**src/rtl/bus_node_pkg.sv**
```systemverilog
// Shared constants and packet field helpers for the bus node endpoint.
// Packets are {dest_id[7:0], payload}; helpers take the packet zero-extended to PKT_MAX_W.
package bus_node_pkg;

    localparam int ID_W = 8;
    localparam logic [ID_W-1:0] BROADCAST_ID = 8'hFF;
    localparam int PKT_MAX_W = 256;

    function automatic logic [ID_W-1:0] pkt_dest(input logic [PKT_MAX_W-1:0] pkt,
                                                 input int pckg_sz);
        return ID_W'(pkt >> (pckg_sz - ID_W));
    endfunction

    function automatic logic [PKT_MAX_W-1:0] pkt_payload(input logic [PKT_MAX_W-1:0] pkt,
                                                         input int pckg_sz);
        logic [PKT_MAX_W-1:0] mask;
        mask = (PKT_MAX_W'(1) << (pckg_sz - ID_W)) - PKT_MAX_W'(1);
        return pkt & mask;
    endfunction

endpackage

```
**src/rtl/bus_node_fifo_sync.sv**
```systemverilog
// First-word-fall-through synchronous FIFO with registered head, occupancy count and write-drop flag.
// WR_THRU_FULL lets a write land while full when a read retires in the same cycle.
module node_sync_fifo #(
    parameter int WIDTH        = 16,
    parameter int DEPTH        = 8,
    parameter bit WR_THRU_FULL = 1'b0
) (
    input  logic                     clk,
    input  logic                     reset,
    input  logic                     wr_req,
    input  logic [WIDTH-1:0]         wdata,
    input  logic                     rd_req,
    output logic [WIDTH-1:0]         head,
    output logic [$clog2(DEPTH):0]   count,
    output logic                     full,
    output logic                     empty,
    output logic                     wr_drop
);
    localparam int PTR_W = $clog2(DEPTH);
    localparam int CNT_W = PTR_W + 1;

    logic [WIDTH-1:0] mem_q [DEPTH];
    logic [PTR_W-1:0] wr_ptr_q, wr_ptr_d;
    logic [PTR_W-1:0] rd_ptr_q, rd_ptr_d;
    logic [CNT_W-1:0] count_q, count_d;
    logic [WIDTH-1:0] head_q, head_d;
    logic             wr_en;
    logic             rd_en;

    assign full    = (count_q == CNT_W'(DEPTH));
    assign empty   = (count_q == '0);
    assign rd_en   = rd_req && !empty;
    assign wr_en   = wr_req && (!full || (WR_THRU_FULL && rd_en));
    assign wr_drop = wr_req && !wr_en;
    assign head    = head_q;
    assign count   = count_q;

    // Head is registered so it holds the last value when the FIFO drains.
    always_comb begin
        wr_ptr_d = wr_ptr_q + PTR_W'(wr_en);
        rd_ptr_d = rd_ptr_q + PTR_W'(rd_en);
        count_d  = count_q + CNT_W'(wr_en) - CNT_W'(rd_en);
        head_d   = head_q;
        if (count_d != '0) begin
            if (wr_en && (wr_ptr_q == rd_ptr_d)) begin
                head_d = wdata;
            end else begin
                head_d = mem_q[rd_ptr_d];
            end
        end
    end

    always_ff @(posedge clk) begin
        if (reset) begin
            wr_ptr_q <= '0;
            rd_ptr_q <= '0;
            count_q  <= '0;
            head_q   <= '0;
        end else begin
            wr_ptr_q <= wr_ptr_d;
            rd_ptr_q <= rd_ptr_d;
            count_q  <= count_d;
            head_q   <= head_d;
        end
    end

    always_ff @(posedge clk) begin
        if (wr_en) begin
            mem_q[wr_ptr_q] <= wdata;
        end
    end

endmodule

```
**src/rtl/bus_node_fifo.sv**
```systemverilog
// Bus node endpoint: TX FIFO toward the bus, RX FIFO from the bus, sticky error flags.
// Optional destination filter on received packets: BUS_NODE_ADDR_FILTER_EN.
module bus_node_fifo
    import bus_node_pkg::*;
#(
    parameter int         PCKG_SZ   = 16,
    parameter int         DEPTH     = 8,
    parameter logic [7:0] ID        = 8'h00,
    parameter logic [7:0] BROADCAST = BROADCAST_ID
) (
    input  logic                   clk,
    input  logic                   reset,
    input  logic                   tx_valid,
    input  logic [PCKG_SZ-1:0]     tx_data,
    output logic                   tx_ready,
    output logic                   pndng,
    output logic [PCKG_SZ-1:0]     D_pop,
    input  logic                   pop,
    input  logic                   push,
    input  logic [PCKG_SZ-1:0]     D_push,
    output logic                   rx_valid,
    output logic [PCKG_SZ-1:0]     rx_data,
    input  logic                   rx_rd,
    output logic [$clog2(DEPTH):0] tx_cnt,
    output logic [$clog2(DEPTH):0] rx_cnt,
    output logic                   rx_overflow,
`ifdef BUS_NODE_ADDR_FILTER_EN
    output logic [7:0]             filt_drop_cnt,
`endif
    output logic                   pop_underflow
);
    logic tx_full, tx_empty, tx_drop_unused;
    logic rx_full_unused, rx_empty, rx_wr_drop;
    logic rx_wr_req;
    logic rx_overflow_q, rx_overflow_d;
    logic pop_underflow_q, pop_underflow_d;

    node_sync_fifo #(.WIDTH(PCKG_SZ), .DEPTH(DEPTH), .WR_THRU_FULL(1'b0)) u_tx_fifo (
        .clk     (clk),
        .reset   (reset),
        .wr_req  (tx_valid),
        .wdata   (tx_data),
        .rd_req  (pop),
        .head    (D_pop),
        .count   (tx_cnt),
        .full    (tx_full),
        .empty   (tx_empty),
        .wr_drop (tx_drop_unused)
    );

    node_sync_fifo #(.WIDTH(PCKG_SZ), .DEPTH(DEPTH), .WR_THRU_FULL(1'b1)) u_rx_fifo (
        .clk     (clk),
        .reset   (reset),
        .wr_req  (rx_wr_req),
        .wdata   (D_push),
        .rd_req  (rx_rd),
        .head    (rx_data),
        .count   (rx_cnt),
        .full    (rx_full_unused),
        .empty   (rx_empty),
        .wr_drop (rx_wr_drop)
    );

    assign tx_ready = !tx_full;
    assign pndng    = !tx_empty;
    assign rx_valid = !rx_empty;

`ifdef BUS_NODE_ADDR_FILTER_EN
    logic [7:0] push_dest;
    logic       addr_match;
    logic [7:0] filt_drop_cnt_q, filt_drop_cnt_d;

    assign push_dest     = pkt_dest(PKT_MAX_W'(D_push), PCKG_SZ);
    assign addr_match    = (push_dest == ID) || (push_dest == BROADCAST);
    assign rx_wr_req     = push && addr_match;
    assign filt_drop_cnt = filt_drop_cnt_q;

    always_comb begin
        filt_drop_cnt_d = filt_drop_cnt_q;
        if (push && !addr_match && (filt_drop_cnt_q != 8'hFF)) begin
            filt_drop_cnt_d = filt_drop_cnt_q + 8'd1;
        end
    end

    always_ff @(posedge clk) begin
        if (reset) begin
            filt_drop_cnt_q <= '0;
        end else begin
            filt_drop_cnt_q <= filt_drop_cnt_d;
        end
    end
`else
    logic [15:0] addr_params_unused;
    assign addr_params_unused = {ID, BROADCAST};
    assign rx_wr_req          = push;
`endif

    // Filtered packets never reach the RX FIFO, so they cannot raise overflow.
    always_comb begin
        rx_overflow_d   = rx_overflow_q || rx_wr_drop;
        pop_underflow_d = pop_underflow_q || (pop && tx_empty);
    end

    always_ff @(posedge clk) begin
        if (reset) begin
            rx_overflow_q   <= 1'b0;
            pop_underflow_q <= 1'b0;
        end else begin
            rx_overflow_q   <= rx_overflow_d;
            pop_underflow_q <= pop_underflow_d;
        end
    end

    assign rx_overflow   = rx_overflow_q;
    assign pop_underflow = pop_underflow_q;

endmodule
```
**config.mk**
```make
export PLATFORM = sky130hd
export DESIGN_NAME = bus_node_fifo
export DESIGN_NICKNAME = d
export VERILOG_FILES = /design/src/rtl/bus_node_pkg.sv /design/src/rtl/bus_node_fifo_sync.sv /design/src/rtl/bus_node_fifo.sv
export SDC_FILE = /design/constraint.sdc
export NUM_CORES = 1
export LEC_CHECK = 0
export BUFFER_PORTS_ARGS = -buffer_cell sky130_fd_sc_hd__buf_4
export CORE_MARGIN = 4
export CORE_UTILIZATION = 45
export DETAILED_ROUTE_END_ITERATION = 8
export GPL_TIMING_DRIVEN = 0
export SLEW_MARGIN = 10
export SYNTH_ARGS = -nofsm -noshare
export SYNTH_HDL_FRONTEND = slang
export SYNTH_HIERARCHICAL = 1
export SYNTH_SLANG_ARGS = --single-unit
```
**constraint.sdc**
```tcl
create_clock -name clk -period 3.5 [get_ports clk]
set_clock_uncertainty 0.05 [all_clocks]
set_input_delay 0.35 -clock clk [delete_from_list [all_inputs] [get_ports clk]]
set_output_delay 0.35 -clock clk [all_outputs]
set_load 0.05 [all_outputs]
```
---- Word-level counts from Yosys, hierarchy flattened ----
Memories as Yosys holds them, arrays and structs flattened. A register that Yosys moved wholly into a read port is not among the register bits.
Cells that the tools add are included.
W data, S select, Z words.
storage, ports and cells
  register bits after elaboration ......... 22
  latch bits .............................. 0
  RAM bits ................................ 256
  bits in read-only memories .............. 0
  input bits .............................. 38
  output and inout port bits .............. 45
  logic and storage cells ................. 42
  memories ................................ 2
memory list
  memory           words  width  rd ports  clocked after Yosys merged registers in  write ports  RTL line                  RTL
  u_rx_fifo.mem_q  8      16     1         1                                        1            bus_node_fifo_sync.sv:22  logic [WIDTH-1:0] mem_q [DEPTH];
  u_tx_fifo.mem_q  8      16     1         1                                        1            bus_node_fifo_sync.sv:22
cells by class
  add/subtract/negate cells ............... 8
  multiply operators ...................... 0
  div/mod/pow operators ................... 0
  magnitude comparators ................... 0
  equality and inequality tests ........... 2
  shift-type cells ........................ 0
  multiplexer cells ....................... 4
  bitwise logic cells ..................... 0
  reductions and logical operators ........ 18
operators by type and width
  cell                  count
  $add A3 B1 Y3         4
  $add A4 B1 Y4         2
  $eq A4 B4 Y1 const B  2
  $logic_not A4 Y1      2
  $reduce_bool A4 Y1    2
  $sub A4 B1 Y4         2
  $logic_and A1 B1 Y1   6
  $logic_not A1 Y1      5
  $mux W1               4
  $logic_or A1 B1 Y1    3

---- Longest topological paths before layout ----
  depth after elaboration ................. 8
  depth in mapped cells ................... 15
  mapped depth without buffers ............ 12

---- Hierarchy ----
The synthesis kept the hierarchy.
modules (own cells, without submodules)
  module                      instances  cells an instance  area each (um^2)  sequential area each (um^2)
  node_sync_fifo (u_tx_fifo)  1          387                6,523.8           4,364.2
  node_sync_fifo (u_rx_fifo)  1          368                6,386.1           4,364.2
  bus_node_fifo               1          9                  67.6              40.0

---- Worst setup path after synthesis ----
No wires, ideal clock.
  path kind ............................... register -> register
  start point ............................. reg u_rx_fifo.count_q[3], in the netlist u_rx_fifo/count[3]
  end point ............................... reg u_rx_fifo.head_q[0], in the netlist u_rx_fifo/head[0], read port of u_rx_fifo.mem_q
  arrival ................................. 3,807 ps
  required time ........................... 3,366 ps
  setup slack ............................. -441 ps
  stages on the path, launching flop included .. 15
  cell sequence ........................... dfxtp_1 -> ha_1 -> or3b_1 -> o21ai_1 -> clkbuf_1 -> mux2i_1 -> ha_1 -> fa_1 -> xor2_1 -> and4b_4 -> buf_6 -> or3_1 -> buf_6 -> buf_12 -> o31ai_2
on the way
  longest elaborated chain between the ends .. 8
  elaborated cells between the ends (all ways) .. 11
  those cells by class .................... 3 x add/sub; 1 x eq/ne; 7 x reduce/logical
RTL lines
  what                    RTL line                  RTL
  start, declared         bus_node_fifo_sync.sv:25  logic [CNT_W-1:0] count_q, count_d;
  start signal, assigned  bus_node_fifo_sync.sv:62  count_q <= count_d;
  $logic_not A4 Y1        bus_node_fifo_sync.sv:31  assign empty = (count_q == '0);
  $logic_not A1 Y1        bus_node_fifo_sync.sv:32  assign rd_en = rd_req && !empty;
  $logic_and A1 B1 Y1     bus_node_fifo_sync.sv:32
  $logic_or A1 B1 Y1      bus_node_fifo_sync.sv:33  assign wr_en = wr_req && (!full || (WR_THRU_FULL && rd_en));
  $logic_and A1 B1 Y1     bus_node_fifo_sync.sv:33
  $add A4 B1 Y4           bus_node_fifo_sync.sv:42  count_d = count_q + CNT_W'(wr_en) - CNT_W'(rd_en);
  $sub A4 B1 Y4           bus_node_fifo_sync.sv:42
  $reduce_bool A4 Y1      bus_node_fifo_sync.sv:44  if (count_d != '0) begin
  end, declared           bus_node_fifo_sync.sv:26  logic [WIDTH-1:0] head_q, head_d;
Several ways; a longest one is shown, not always the timed one.
A chain may end at the register's enable or synchronous reset.

---- Final worst setup path ----
  start point ............................. reg u_tx_fifo.count_q[2], in the netlist u_tx_fifo/count[2]
  end point ............................... reg u_tx_fifo.head_q[4], in the netlist u_tx_fifo/head[4], read port of u_tx_fifo.mem_q
on the way
  longest elaborated chain between the ends .. 6
  elaborated cells between the ends (all ways) .. 10
  those cells by class .................... 3 x add/sub; 1 x eq/ne; 6 x reduce/logical
RTL lines
  what                      RTL line                  RTL
  start, declared           bus_node_fifo_sync.sv:25
  start signal, assigned    bus_node_fifo_sync.sv:62
  $eq A4 B4 Y1              bus_node_fifo_sync.sv:30  assign full = (count_q == CNT_W'(DEPTH));
  $logic_not A1 Y1          bus_node_fifo_sync.sv:33
  $logic_and A1 B1 Y1       bus_node_fifo_sync.sv:33
  $add A4 B1 Y4             bus_node_fifo_sync.sv:42
  $sub A4 B1 Y4 *           bus_node_fifo_sync.sv:42
  via u_tx_fifo.count_d[1]  bus_node_fifo_sync.sv:25
  $reduce_bool A4 Y1 *      bus_node_fifo_sync.sv:44
  end, declared             bus_node_fifo_sync.sv:26
The timed path passes the listed nets; every way through them passes the cells marked *.

==> flow_metrics.py <==
metrics = {
    "outcome": {
        "outcome": "finished clean",
    },
    "die": {
        "die_h_um": 178,
        "die_w_um": 178,
        "core-area_um2": 28100,
        "ios": 83,
        "rows": 61,
        "start_util_pct": 46.2,
        "dieArea_um2": 31600,
    },
    "global_routing": {
        "grt_pass1_vias": 7776,
        "grt_use_met1_pct": 25.3,
        "grt_use_total_pct": 19.3,
        "antenna_found_initial": 0,
        "grt_first_pass_wirelength_um": 45900,
        "busiest_layer": "met2",
        "overflow": 0,
        "use_met3_pct": 3.43,
        "grt_max_degree": 20,
        "grt_use_met2_pct": 32.8,
    },
    "min_path": {
        "hold_path_class": "in -> reg",
    },
    "place": {
        "dpl-instance-area_um2": 14500,
        "place_congestion": 0.777,
        "dp_hpwl_um": 20600,
        "dp_slack_ns": -0.707,
        "port_buffers": 82,
        "dp.cells": 1250,
    },
    "clock_network": {
        "cts-buffers-inserted": 34,
        "cts_tree": "built",
        "clock_path_buffers": 3,
        "root_buffer": "clkbuf_16",
        "htreeDepth": 2,
        "holdBufCountCts": 0,
        "clk_latency_ns": 0.51,
        "cts.sink_count": 310,
        "clkTransAtPathRegs_ns": 0.06,
    },
    "setup_path": {
        "crit_slowest_cell": "fa_1",
        "max_stage_delay_ns": 0.55,
        "cp.required_ns": 3.82,
        "path_class": "reg -> reg",
        "critPathBufInv": 3,
        "start_kind": "flop",
        "worstPathArrival_ns": 3.71,
        "cp-end-kind": "flop",
        "cp_cell_sequence": "inv_1, ha_1, or3b_1, buf_2, nand3_1, nand2_1, ha_1, fa_1, nor3_4, buf_4, a211oi_1, a2111oi_1",
        "crit_top_cell": "ha_1",
        "cp_top_family": "simple AND/OR/NAND/NOR gates",
        "crit_fanout": 5,
    },
    "finish": {
        "nets": 967,
        "syn_to_final_growth_pct": 21.8,
        "final_common_cell": "edfxtp_1",
        "drive_above_1_share_pct": 34.3,
        "final_cell_mix": "edfxtp_1, buf_4, mux2i_1",
        "antenna_cells": 0,
        "final_cell_area_um2": 15800,
        "layoutNonFillerInstCount": 1314,
    },
    "run": {
        "drv_cap": 0,
    },
    "detailed_routing": {
        "avgRoutedWirePerCell_um": 23.1,
        "ant_nets": 0,
        "wirelength_um": 30300,
        "num_vias": 7435,
        "routed_via_density": 5.66,
        "route.detailed.drc": 0,
        "detailedRoute.firstIterationViolations": 590,
        "first_pass_iters": 5,
    },
    "sta": {
        "fmax_mhz": 296,
        "setup-tns-final_ns": 0,
        "fin_ws_ns": 0.117,
        "tightest_slew_ns": 0.940,
        "min_period_ns": 3.38,
        "maxSlewViolCount": 0,
        "setup_viol": 0,
        "finalCritPeriodShare_pct": 96.7,
        "maxSlewHeadroom_pct": 36.8,
        "timing.final.hold_violations": 0,
    },
    "power_and_ir_drop": {
        "power.total_mw": 14.1,
        "powerDensity_nw_per_um2": 895,
        "ir_worst_vdd_mv": 0.610,
        "leakage_nw": 5.30,
    },
    "logic_synthesis": {
        "synth_cells": 763,
        "synth.avg_cell_area_um2": 17.0,
        "syn_area_um2": 13000,
        "ys_warn_count": 6,
        "syn_nets": 820,
    },
}
-- worst paths after layout --
check                                         from                      to  slack [ns]  depth (start not counted)
worst max register to register  u_tx_fifo/count[2]       u_tx_fifo/head[4]        0.12                         12
worst min register to register       pop_underflow           pop_underflow        0.43                          2
worst min-delay path                   tx_data[12]  u_tx_fifo/mem_q[0][12]        0.03                          1
worst max-delay path            u_tx_fifo/count[2]       u_tx_fifo/head[4]        0.12                         12
-- stage by stage --
stage | utilization, % | hold slack, ns
4_1_cts | 55.9 | 0.0129
6_report | 56.2 | 0.0322
5_1_grt | 56.2 | 0.0237
3_3_place_gp | 50.1 | 0.408
3_5_place_dp | 51.5 | 0.418
2_1_floorplan | - | 0.369
-- registers in the layout (all words and copies together) (netlist names) --
| register | cells |
|---|---|
| u_rx_fifo/rd_ptr_q | 3 |
| u_tx_fifo/wr_ptr_q | 3 |
| u_tx_fifo/mem_q | 128 |
| u_rx_fifo/head | 16 |
| u_rx_fifo/count | 4 |
| pop_underflow | 1 |
| u_tx_fifo/rd_ptr_q | 3 |
| u_rx_fifo/wr_ptr_q | 3 |
| rx_overflow | 1 |
| u_rx_fifo/mem_q | 128 |
| u_tx_fifo/count | 4 |
| u_tx_fifo/head | 16 |
-- final cells by class --
cell class,count,area [µm²]
Fill cell,2229,12300
Tap cell,378,473
Inverter,14,52.6
Sequential cell,310,8780
Clock buffer,42,891
Clock inverter,20,185
Multi-Input combinational cell,392,4130
Buffer,42,293
Timing Repair Buffer,116,993
-- per-layer routing --
| metal | vias up | share of wire, % | routed length, µm |
|---|---|---|---|
| met5 | - | 0 | 0 |
| met4 | 0 | 2.7 | 810 |
| li1 | 3337 | - | - |
| met1 | 3773 | 41 | 12500 |
| met2 | 265 | 50 | 15200 |
| met3 | 60 | 6.2 | 1870 |
-- power by group --
part           switching [mW]  internal [mW]
logic                    3.62           2.40
registers               0.239           4.44
clock network            1.40           2.04
total                    5.25           8.88
-- repair_timing --
item	in CTS	in global routing
pin swaps	3	7
endpoints found under the setup margin	32	26
gates resized for setup	35	35
setup buffers	5	2
cloned	0	0
(Power assumes the default switching activity.)
